--- src/rtl/axi4_stream_initiator_type_1.sv ---
// Deterministic AXI4-Stream traffic source with tlast placement and optional tvalid throttling.
// Optional feature: define AXI4_STREAM_INITIATOR_TYPE_1_TID_INCR_EN to step tid per stream in LOOP mode.
module axi4_stream_initiator_type_1 #(
  parameter int    AxiStreamInitiatorIfTDataWidth         = 32,
  parameter int    AxiStreamInitiatorIfTIdWidth           = 4,
  parameter int    AxiStreamInitiatorIfTDestWidth         = 4,
  parameter int    AxiStreamInitiatorIfTId                = 0,
  parameter int    AxiStreamInitiatorIfTDest              = 0,
  parameter string AxiStreamInitiatorIfInitiatorMode      = "LOOP",
  parameter int    AxiStreamInitiatorIfCyclesActive       = 0,
  parameter int    AxiStreamInitiatorIfCyclesPause        = 0,
  parameter int    AxiStreamInitiatorIfTransfersPerPacket = 1,
  parameter int    AxiStreamInitiatorIfPacketsPerFrame    = 1,
  parameter int    AxiStreamInitiatorIfFramesPerStream    = 1,
  parameter string AxiStreamInitiatorIfTlastFlagTrigger   = "NONE"
) (
  input  logic                                      clk_m_axis_i,
  input  logic                                      rst_m_axis_ni,
  output logic                                      m_axis_tvalid_o,
  input  logic                                      m_axis_tready_i,
  output logic [AxiStreamInitiatorIfTDataWidth-1:0] m_axis_tdata_o,
  output logic                                      m_axis_tlast_o,
  output logic [AxiStreamInitiatorIfTIdWidth-1:0]   m_axis_tid_o,
  output logic [AxiStreamInitiatorIfTDestWidth-1:0] m_axis_tdest_o,
  output logic                                      m_axis_tdone_o
);

  localparam int DW = AxiStreamInitiatorIfTDataWidth;
  localparam int IW = AxiStreamInitiatorIfTIdWidth;

  localparam logic [DW-1:0] DataInit = (DW <= 8)  ? DW'(8'hA0) :
                                       (DW <= 16) ? DW'(16'h0A00) : DW'(32'hABC00B00);
  localparam logic [DW-1:0] DataIncr = (DW <= 8)  ? DW'(8'h01) :
                                       (DW <= 16) ? DW'(16'h0101) : DW'(32'h00010001);

  // Counters hold "remaining minus one"; a zero geometry parameter behaves as one.
  localparam logic [31:0] TLoad = (AxiStreamInitiatorIfTransfersPerPacket < 2) ? 32'd0 :
                                  32'(AxiStreamInitiatorIfTransfersPerPacket - 1);
  localparam logic [31:0] PLoad = (AxiStreamInitiatorIfPacketsPerFrame < 2) ? 32'd0 :
                                  32'(AxiStreamInitiatorIfPacketsPerFrame - 1);
  localparam logic [31:0] FLoad = (AxiStreamInitiatorIfFramesPerStream < 2) ? 32'd0 :
                                  32'(AxiStreamInitiatorIfFramesPerStream - 1);

  localparam bit          ThrottleEn = (AxiStreamInitiatorIfCyclesPause > 0);
  localparam logic [31:0] ActLoad    = (AxiStreamInitiatorIfCyclesActive < 1) ? 32'd1 :
                                       32'(AxiStreamInitiatorIfCyclesActive);
  localparam logic [31:0] PauseLoad  = ThrottleEn ? 32'(AxiStreamInitiatorIfCyclesPause) : 32'd0;
  localparam bit          SingleMode = (AxiStreamInitiatorIfInitiatorMode == "SINGLE");

  typedef enum logic [2:0] {
    TRIG_NONE, TRIG_TRANSFER, TRIG_PACKET, TRIG_FRAME, TRIG_STREAM
  } trig_e;

  localparam trig_e Trig = (AxiStreamInitiatorIfTlastFlagTrigger == "TRANSFER") ? TRIG_TRANSFER :
                           (AxiStreamInitiatorIfTlastFlagTrigger == "PACKET")   ? TRIG_PACKET :
                           (AxiStreamInitiatorIfTlastFlagTrigger == "FRAME")    ? TRIG_FRAME :
                           (AxiStreamInitiatorIfTlastFlagTrigger == "STREAM")   ? TRIG_STREAM :
                                                                                  TRIG_NONE;

  typedef enum logic {ST_ACTIVE, ST_PAUSE} state_e;

  state_e          state_q, state_d;
  logic            tvalid_q, tvalid_d;
  logic            done_q, done_d;
  logic [DW-1:0]   tdata_q, tdata_d;
  logic [IW-1:0]   tid_q, tid_d;
  logic [31:0]     t_q, t_d, p_q, p_d, f_q, f_d;
  logic [31:0]     act_q, act_d, pause_q, pause_d;
  logic            hs, eos;

  assign hs  = tvalid_q & m_axis_tready_i;
  assign eos = hs & (t_q == 32'd0) & (p_q == 32'd0) & (f_q == 32'd0);

  // NOTE: every signal gets a default at the top of the block so no path leaves it unassigned (no latches).
  always_comb begin
    state_d  = state_q;
    tdata_d  = tdata_q;
    tid_d    = tid_q;
    t_d      = t_q;
    p_d      = p_q;
    f_d      = f_q;
    act_d    = act_q;
    pause_d  = pause_q;
    tvalid_d = tvalid_q;

    if (hs) begin
      tdata_d = tdata_q + DataIncr;
      if (t_q != 32'd0) begin
        t_d = t_q - 32'd1;
      end else begin
        t_d = TLoad;
        if (p_q != 32'd0) begin
          p_d = p_q - 32'd1;
        end else begin
          p_d = PLoad;
          f_d = (f_q != 32'd0) ? f_q - 32'd1 : FLoad;
        end
      end
    end

    done_d = done_q | (SingleMode & eos);

`ifdef AXI4_STREAM_INITIATOR_TYPE_1_TID_INCR_EN
    if (!SingleMode && eos) tid_d = tid_q + 1'b1;
`endif

    if (!ThrottleEn) begin
      tvalid_d = ~done_d;
    end else begin
      case (state_q)
        ST_ACTIVE: begin
          if (tvalid_q && act_q != 32'd0) act_d = act_q - 32'd1;
          // Window expiry may only end the beat once it has been accepted (or was never offered).
          if ((hs || !tvalid_q) && act_d == 32'd0) begin
            state_d  = ST_PAUSE;
            pause_d  = PauseLoad;
            tvalid_d = 1'b0;
          end else begin
            tvalid_d = ~done_d;
          end
        end
        ST_PAUSE: begin
          tvalid_d = 1'b0;
          if (pause_q <= 32'd1) begin
            state_d  = ST_ACTIVE;
            act_d    = ActLoad;
            tvalid_d = ~done_q;
          end else begin
            pause_d = pause_q - 32'd1;
          end
        end
        default: state_d = ST_ACTIVE;
      endcase
    end
  end

  // NOTE: sequential state uses non-blocking assignments so all registers update together at the edge.
  always_ff @(posedge clk_m_axis_i or negedge rst_m_axis_ni) begin
    if (!rst_m_axis_ni) begin
      state_q  <= ST_ACTIVE;
      tvalid_q <= 1'b0;
      done_q   <= 1'b0;
      tdata_q  <= DataInit;
      tid_q    <= IW'(AxiStreamInitiatorIfTId);
      t_q      <= TLoad;
      p_q      <= PLoad;
      f_q      <= FLoad;
      act_q    <= ActLoad;
      pause_q  <= 32'd0;
    end else begin
      state_q  <= state_d;
      tvalid_q <= tvalid_d;
      done_q   <= done_d;
      tdata_q  <= tdata_d;
      tid_q    <= tid_d;
      t_q      <= t_d;
      p_q      <= p_d;
      f_q      <= f_d;
      act_q    <= act_d;
      pause_q  <= pause_d;
    end
  end

  always_comb begin
    m_axis_tlast_o = 1'b0;
    case (Trig)
      TRIG_TRANSFER: m_axis_tlast_o = 1'b1;
      TRIG_PACKET:   m_axis_tlast_o = (t_q == 32'd0);
      TRIG_FRAME:    m_axis_tlast_o = (t_q == 32'd0) && (p_q == 32'd0);
      TRIG_STREAM:   m_axis_tlast_o = (t_q == 32'd0) && (p_q == 32'd0) && (f_q == 32'd0);
      default:       m_axis_tlast_o = 1'b0;
    endcase
  end

  assign m_axis_tvalid_o = tvalid_q;
  assign m_axis_tdata_o  = tdata_q;
  assign m_axis_tid_o    = tid_q;
  assign m_axis_tdest_o  = AxiStreamInitiatorIfTDestWidth'(AxiStreamInitiatorIfTDest);
  assign m_axis_tdone_o  = done_q;

endmodule

--- config.mk ---
export PLATFORM = sky130hd
export DESIGN_NAME = axi4_stream_initiator_type_1
export DESIGN_NICKNAME = d
export VERILOG_FILES = /design/src/rtl/axi4_stream_initiator_type_1.sv
export SDC_FILE = /design/constraint.sdc
export NUM_CORES = 1
export LEC_CHECK = 0
export ABC_CLOCK_PERIOD_IN_PS = 2300
export BUFFER_PORTS_ARGS = -buffer_cell sky130_fd_sc_hd__buf_4
export CAP_MARGIN = 20
export CORE_MARGIN = 3
export CORE_UTILIZATION = 25
export DETAILED_ROUTE_END_ITERATION = 10
export REMOVE_ABC_BUFFERS = 1
export SYNTH_ARGS = -nofsm -noshare
export SYNTH_HDL_FRONTEND = slang
export SYNTH_SLANG_ARGS = --single-unit
--- constraint.sdc ---
create_clock -name clk_m_axis_i -period 2.3 [get_ports clk_m_axis_i]
set_input_delay 0.575 -clock clk_m_axis_i [delete_from_list [all_inputs] [get_ports clk_m_axis_i]]
set_output_delay 0.575 -clock clk_m_axis_i [all_outputs]
set_load 0.02 [all_outputs]
==> reports/metrics.yaml, run 1 <==
rsz0062_at_grt: "false"
die_w_um: 86.2
required_ns: 2.47
ctsResizeCount: 0
synth_edf_count: 0
worstSetupPathType: "register to register"
cts_buffers: 5
grt_max_degree: 34
cp_max_fo: 8
cp-startpoint: "m_axis_tdata_o[8]"
initial_core_util_pct: 26.5
route.detailed.drc: 0
r2r_cells: 4
viasPerCell: 4.40
layout.nets: 185
crit_end: "m_axis_tdata_o[21]"
ys.warnings.count: 0
wl_um: 3380
nFillCells: 633
synth_area_um2: 1610
grt_pass1_wl_um: 5790
r2r_slack_ns: 0.46
yosysUniqueCellTypes: 24
hold_path.class: "primary input to async pin"
hold_viol_final: 0
wl_per_cell_um: 13.1
async_reset_ff_share_pct: 100
synth_area_leaders: "dfrtp_1 36%, dfstp_2 16%, xnor2_1 13%, nand4_1 5.4%, buf_4 4.7%"
worstPathArrival_ns: 2.01
cts_tree: "built"
startpoint_type: "register"
synth_cells: 141
io_pins: 46
r2r-start: "m_axis_tdata_o[8]"
finalClockSkew_ns: 0.00560
ctsHoldBuffers: 0
die_h_um: 86.2
rr_endpoint: "m_axis_tdata_o[21]"
ctsRootBufferMaster: "clkbuf_8"
dieArea_um2: 7430
fin_util_pct: 33.2
synth_largest_area_cell: "dfrtp_1"
gp_congestion: 0.772
yosysSeqAreaShare_pct: 52.1
synthFlopType: "dfrtp_1"
ir_drop_mv: 0.524
area_delta_synth_final_pct: 25.0
synth_commonest_cells: "23 x dfrtp_1, 23 x xnor2_1, 14 x nand4_1"
htreeDepth: 2
grt_overflow: 0
min_period_ns: 1.84
io_buffers: 35
dpl.hpwl_um: 2530
hold_ws_ns: 0.219
n_antenna_cell: 0
fmax_mhz: 543
avgSynthCellArea_um2: 11.4
status: "finished clean"
final-setup-viol-count: 0
stdcell_area_um2: 2010
drive_gt1_share_pct: 31.9
coreArea_um2: 6060
p_per_area_nw_per_um2: 905
rows: 28
antenna_found_initial: 0
grt_pass1_vias: 1153
cap_violations: 0
drtIter0Drc: 60
slew_violations: 0
min_period_over_period_pct: 80.1
fin_setup_tns_ns: 0
vias: 1132
clk_latency_ns: 0.29
clk_pin_slew_ns: 0.06
p_leak_nw: 0.936
clock_sinks: 33
cts_buffer_depth: 2
placed_cell_area_um2: 1920
slew_headroom_pct: 65.5
dr.pass1.iters: 4
worstSetupEndpointType: "register"
grtUsageTotal_pct: 9.99
synth_top_area_share_pct: 35.8
synth_seq_cells: 33
post_cts_buffers: 0
ant_nets: 0
tightestPinTransition_ns: 0.516
cell usage in the layout, fill, tap and decap left out, drive strengths merged:
cell type,n
dfstp,10
or2,1
nor4,3
and4,1
nor3,2
mux2,1
nand4,16
ha,1
xnor2,23
and3,3
clkbuf,8
dfrtp,23
and2,1
xor2,8
conb,11
a21o,1
nand2,9
nand3,11
o41ai,2
inv,3
buf,35
nor2,9
flip-flops by register name, indices dropped and copies added, names as in the netlist:
name	count
m_axis_tdata_o	32
m_axis_tvalid_o	1
through the flow:
step / instances / total power, mW / setup slack (ns)
floorplan: 139 / 1.15 / 0.542
global placement: 249 / 1.38 / 0.505
detailed placement: 249 / 1.39 / 0.448
CTS: 257 / 1.85 / 0.447
global route: 257 / 1.95 / 0.293
finish: 257 / 1.82 / 0.457
report_power, final:
group,internal (mW),switching [mW],total (mW)
Sequential,0.680,0.144,0.824
Combinational,0.241,0.307,0.548
Clock,0.244,0.203,0.447
worst min-delay path by stage:
stage                       start                 end  cells past startpoint  slack [ns]
3_5_place_dp   m_axis_tdata_o[31]  m_axis_tdata_o[31]                      1        0.48
5_1_grt             rst_m_axis_ni   m_axis_tdata_o[6]                      1        0.25
4_1_cts             rst_m_axis_ni  m_axis_tdata_o[20]                      1        0.23
2_1_floorplan       rst_m_axis_ni   m_axis_tdata_o[0]                      0        0.28
6_report            rst_m_axis_ni  m_axis_tdata_o[19]                      1        0.22
3_3_place_gp   m_axis_tdata_o[31]  m_axis_tdata_o[31]                      1        0.48
logic make-up after synthesis:
kind of cell             after synthesis  synth area share [%]
AO/OA/AOI/OAI                          3                  3.89
XOR/XNOR                              31                  16.9
adder cells (fa/ha/maj)                1                 0.778
buffers and inverters                 14                  5.60
flip-flops                            33                  52.1
multiplexers                           1                 0.700
other                                  2                 0.467
AND/OR/NAND/NOR                       56                  19.5
worst max-delay path, stage by stage (launching register included):
cell	delay (ns)
dfstp_2	0.60
nand4_2	0.21
o41ai_4	0.60
nand4_1	0.18
xnor2_1	0.15
layout make-up:
type / instances / area [µm²] / area share (%)
clock buffer: 8 / 90.1 / 4.48
inverter: 3 / 11.3 / 0.560
multi-input combinational: 103 / 713 / 35.5
sequential: 33 / 838 / 41.7
tap: 75 / 93.8 / 4.67
timing repair buffer: 35 / 263 / 13.1
metal layers:
layer  global-route usage (%)  wire length (µm)  vias up
met5                        0                 0        -
met4                     4.25                56        0
met3                     3.52               181        5
met2                     14.5              1520       28
met1                     13.5              1620      549
li1                         -                 -      550
Note: power is estimated with default switching activity, not from simulation.
==> inputs of run 2 (changes only) <==
- ABC_CLOCK_PERIOD_IN_PS: 2300 -> 1500
- clock period: 2.3 -> 1.5 ns (I/O delays scaled with it)
==> reports/metrics.yaml, run 2 (synthesis results as in run 1) <==
dpl.hpwl_um: 2760
status: "finished, violations left"
grtUsageTotal_pct: 10.1
ant_nets: 0
viasPerCell: 4.33
rr_endpoint: "m_axis_tdata_o[18]"
wl_um: 3540
io_pins: 46
dr.pass1.iters: 4
layout.nets: 215
pwr-share-comb_pct: 40.2
clk_pin_slew_ns: 0.07
hold_path.class: "primary input to async pin"
worst_slack_ns: -0.0459
startpoint_type: "register"
finalClockSkew_ns: 0.00976
cp-startpoint: "m_axis_tdata_o[0]"
p_leak_nw: 1.10
dieArea_um2: 7430
power_frac_seq_pct: 37.7
worstPathArrival_ns: 1.71
grt_overflow: 0
grt_max_degree: 34
cts_tree: "built"
rsz0062_at_grt: "true"
wl_per_cell_um: 12.3
largest_reg_flops: 32
final_common_cell: "buf_4"
violations: "setup timing"
mostFrequentLayoutCells: "59 x buf_4, 23 x xnor2_1, 23 x dfrtp_1"
final-setup-viol-count: 13
p_int_mw: 2.00
coreArea_um2: 6060
worstSetupEndpointType: "register"
sw_frac_of_total_pct: 34.2
drtIter0Drc: 42
cts_buffer_depth: 2
area_delta_synth_final_pct: 42.2
grt_pass1_vias: 1236
die_h_um: 86.2
p_per_area_nw_per_um2: 1330
post-place-cells: 278
fin_cells: 287
clock_sinks: 33
antenna_found_initial: 0
required_ns: 1.66
ir_drop_mv: 0.522
finalPower_mw: 3.04
clk_latency_ns: 0.28
cts_buffers: 5
cap_violations: 0
pwr-share-clk_pct: 22.1
n_antenna_cell: 0
grt_pass1_wl_um: 5890
io_buffers: 35
p_sw_mw: 1.04
ctsHoldBuffers: 0
fmax_mhz: 647
die_w_um: 86.2
min_period_ns: 1.55
initial_core_util_pct: 26.5
route.detailed.drc: 0
min_period_over_period_pct: 103
vias: 1244
worstSetupPathType: "register to register"
r2r_cells: 6
gp_congestion: 0.756
r2r_slack_ns: -0.05
nFillCells: 614
htreeDepth: 2
drive_gt1_share_pct: 43.4
r2r-start: "m_axis_tdata_o[0]"
slew_violations: 0
cp_max_fo: 7
rows: 28
hold_viol_final: 0
ctsRootBufferMaster: "clkbuf_8"
[run 2: cell types whose count changed in the layout (fill, tap and decap cells not counted), sizes merged]
cell	previous run	this run
buf	35	65
[run 2: stage by stage]
| stage | worst slack, ns | TNS, ns | hold slack, ns | instance area [µm²] | util (%) |
|---|---|---|---|---|---|
| finish | -0.0459 | -0.349 | 0.0245 | 2290 | 37.7 |
| global route | -0.180 | -2.14 | 0.0441 | 2290 | 37.7 |
| CTS | -0.0644 | -0.674 | 0.0332 | 2250 | 37.2 |
| detailed placement | -0.148 | -1.92 | 0.345 | 2140 | 35.3 |
| global placement | -0.112 | -1.27 | 0.344 | 2140 | 35.3 |
| floorplan | -0.258 | -3.20 | 0.0794 | 1560 | - |
[run 2: power by group through the flow]
stage          Clock (mW)  Combinational [mW]  Sequential [mW]
2_1_floorplan           0               0.338             1.42
3_3_place_gp            0                1.20             1.16
3_5_place_dp            0                1.21             1.16
4_1_cts             0.701                1.24             1.15
5_1_grt             0.750                1.32             1.17
6_report            0.671                1.22             1.15
[run 2: layout make-up]
cell class / instances / area, µm² / share of cell area [%]
flip-flops and latches: 33 / 838 / 36.7
multi-input cells: 103 / 742 / 32.5
inverters: 3 / 11.3 / 0.493
well taps: 75 / 93.8 / 4.11
clock buffers: 8 / 90.1 / 3.94
repair buffers: 65 / 510 / 22.3
[run 2: per-layer routing]
metal	track usage (%)	vias up	routed length, µm
met2	15.5	26	1700
met5	0	-	0
met3	3.42	4	140
met1	13.5	604	1670
met4	3.40	0	31
li1	-	610	-
[run 2: worst max path at each step]
stage | end | cells past startpoint | slack, ns
after floorplan | m_axis_tdata_o[21] | 4 | -0.26
after global placement | m_axis_tdata_o[21] | 5 | -0.11
after detailed placement | m_axis_tdata_o[21] | 5 | -0.15
after CTS | m_axis_tdata_o[25] | 6 | -0.06
after global routing | m_axis_tdata_o[25] | 6 | -0.18
final | m_axis_tdata_o[18] | 6 | -0.05
[run 2: what timing repair did]
action | CTS | global route
pin swaps | 6 | 1
setup endpoints to repair | 19 | 21
setup buffers | 0 | 1
resized for setup | 6 | 6
[run 2: critical path, cell delays in order (launching register included)]
cell and delay, ns:
dfrtp_1 0.35, ha_2 0.19, nand3_2 0.11, o41ai_4 0.32, buf_4 0.20, nand4_1 0.12
xnor2_1 0.14
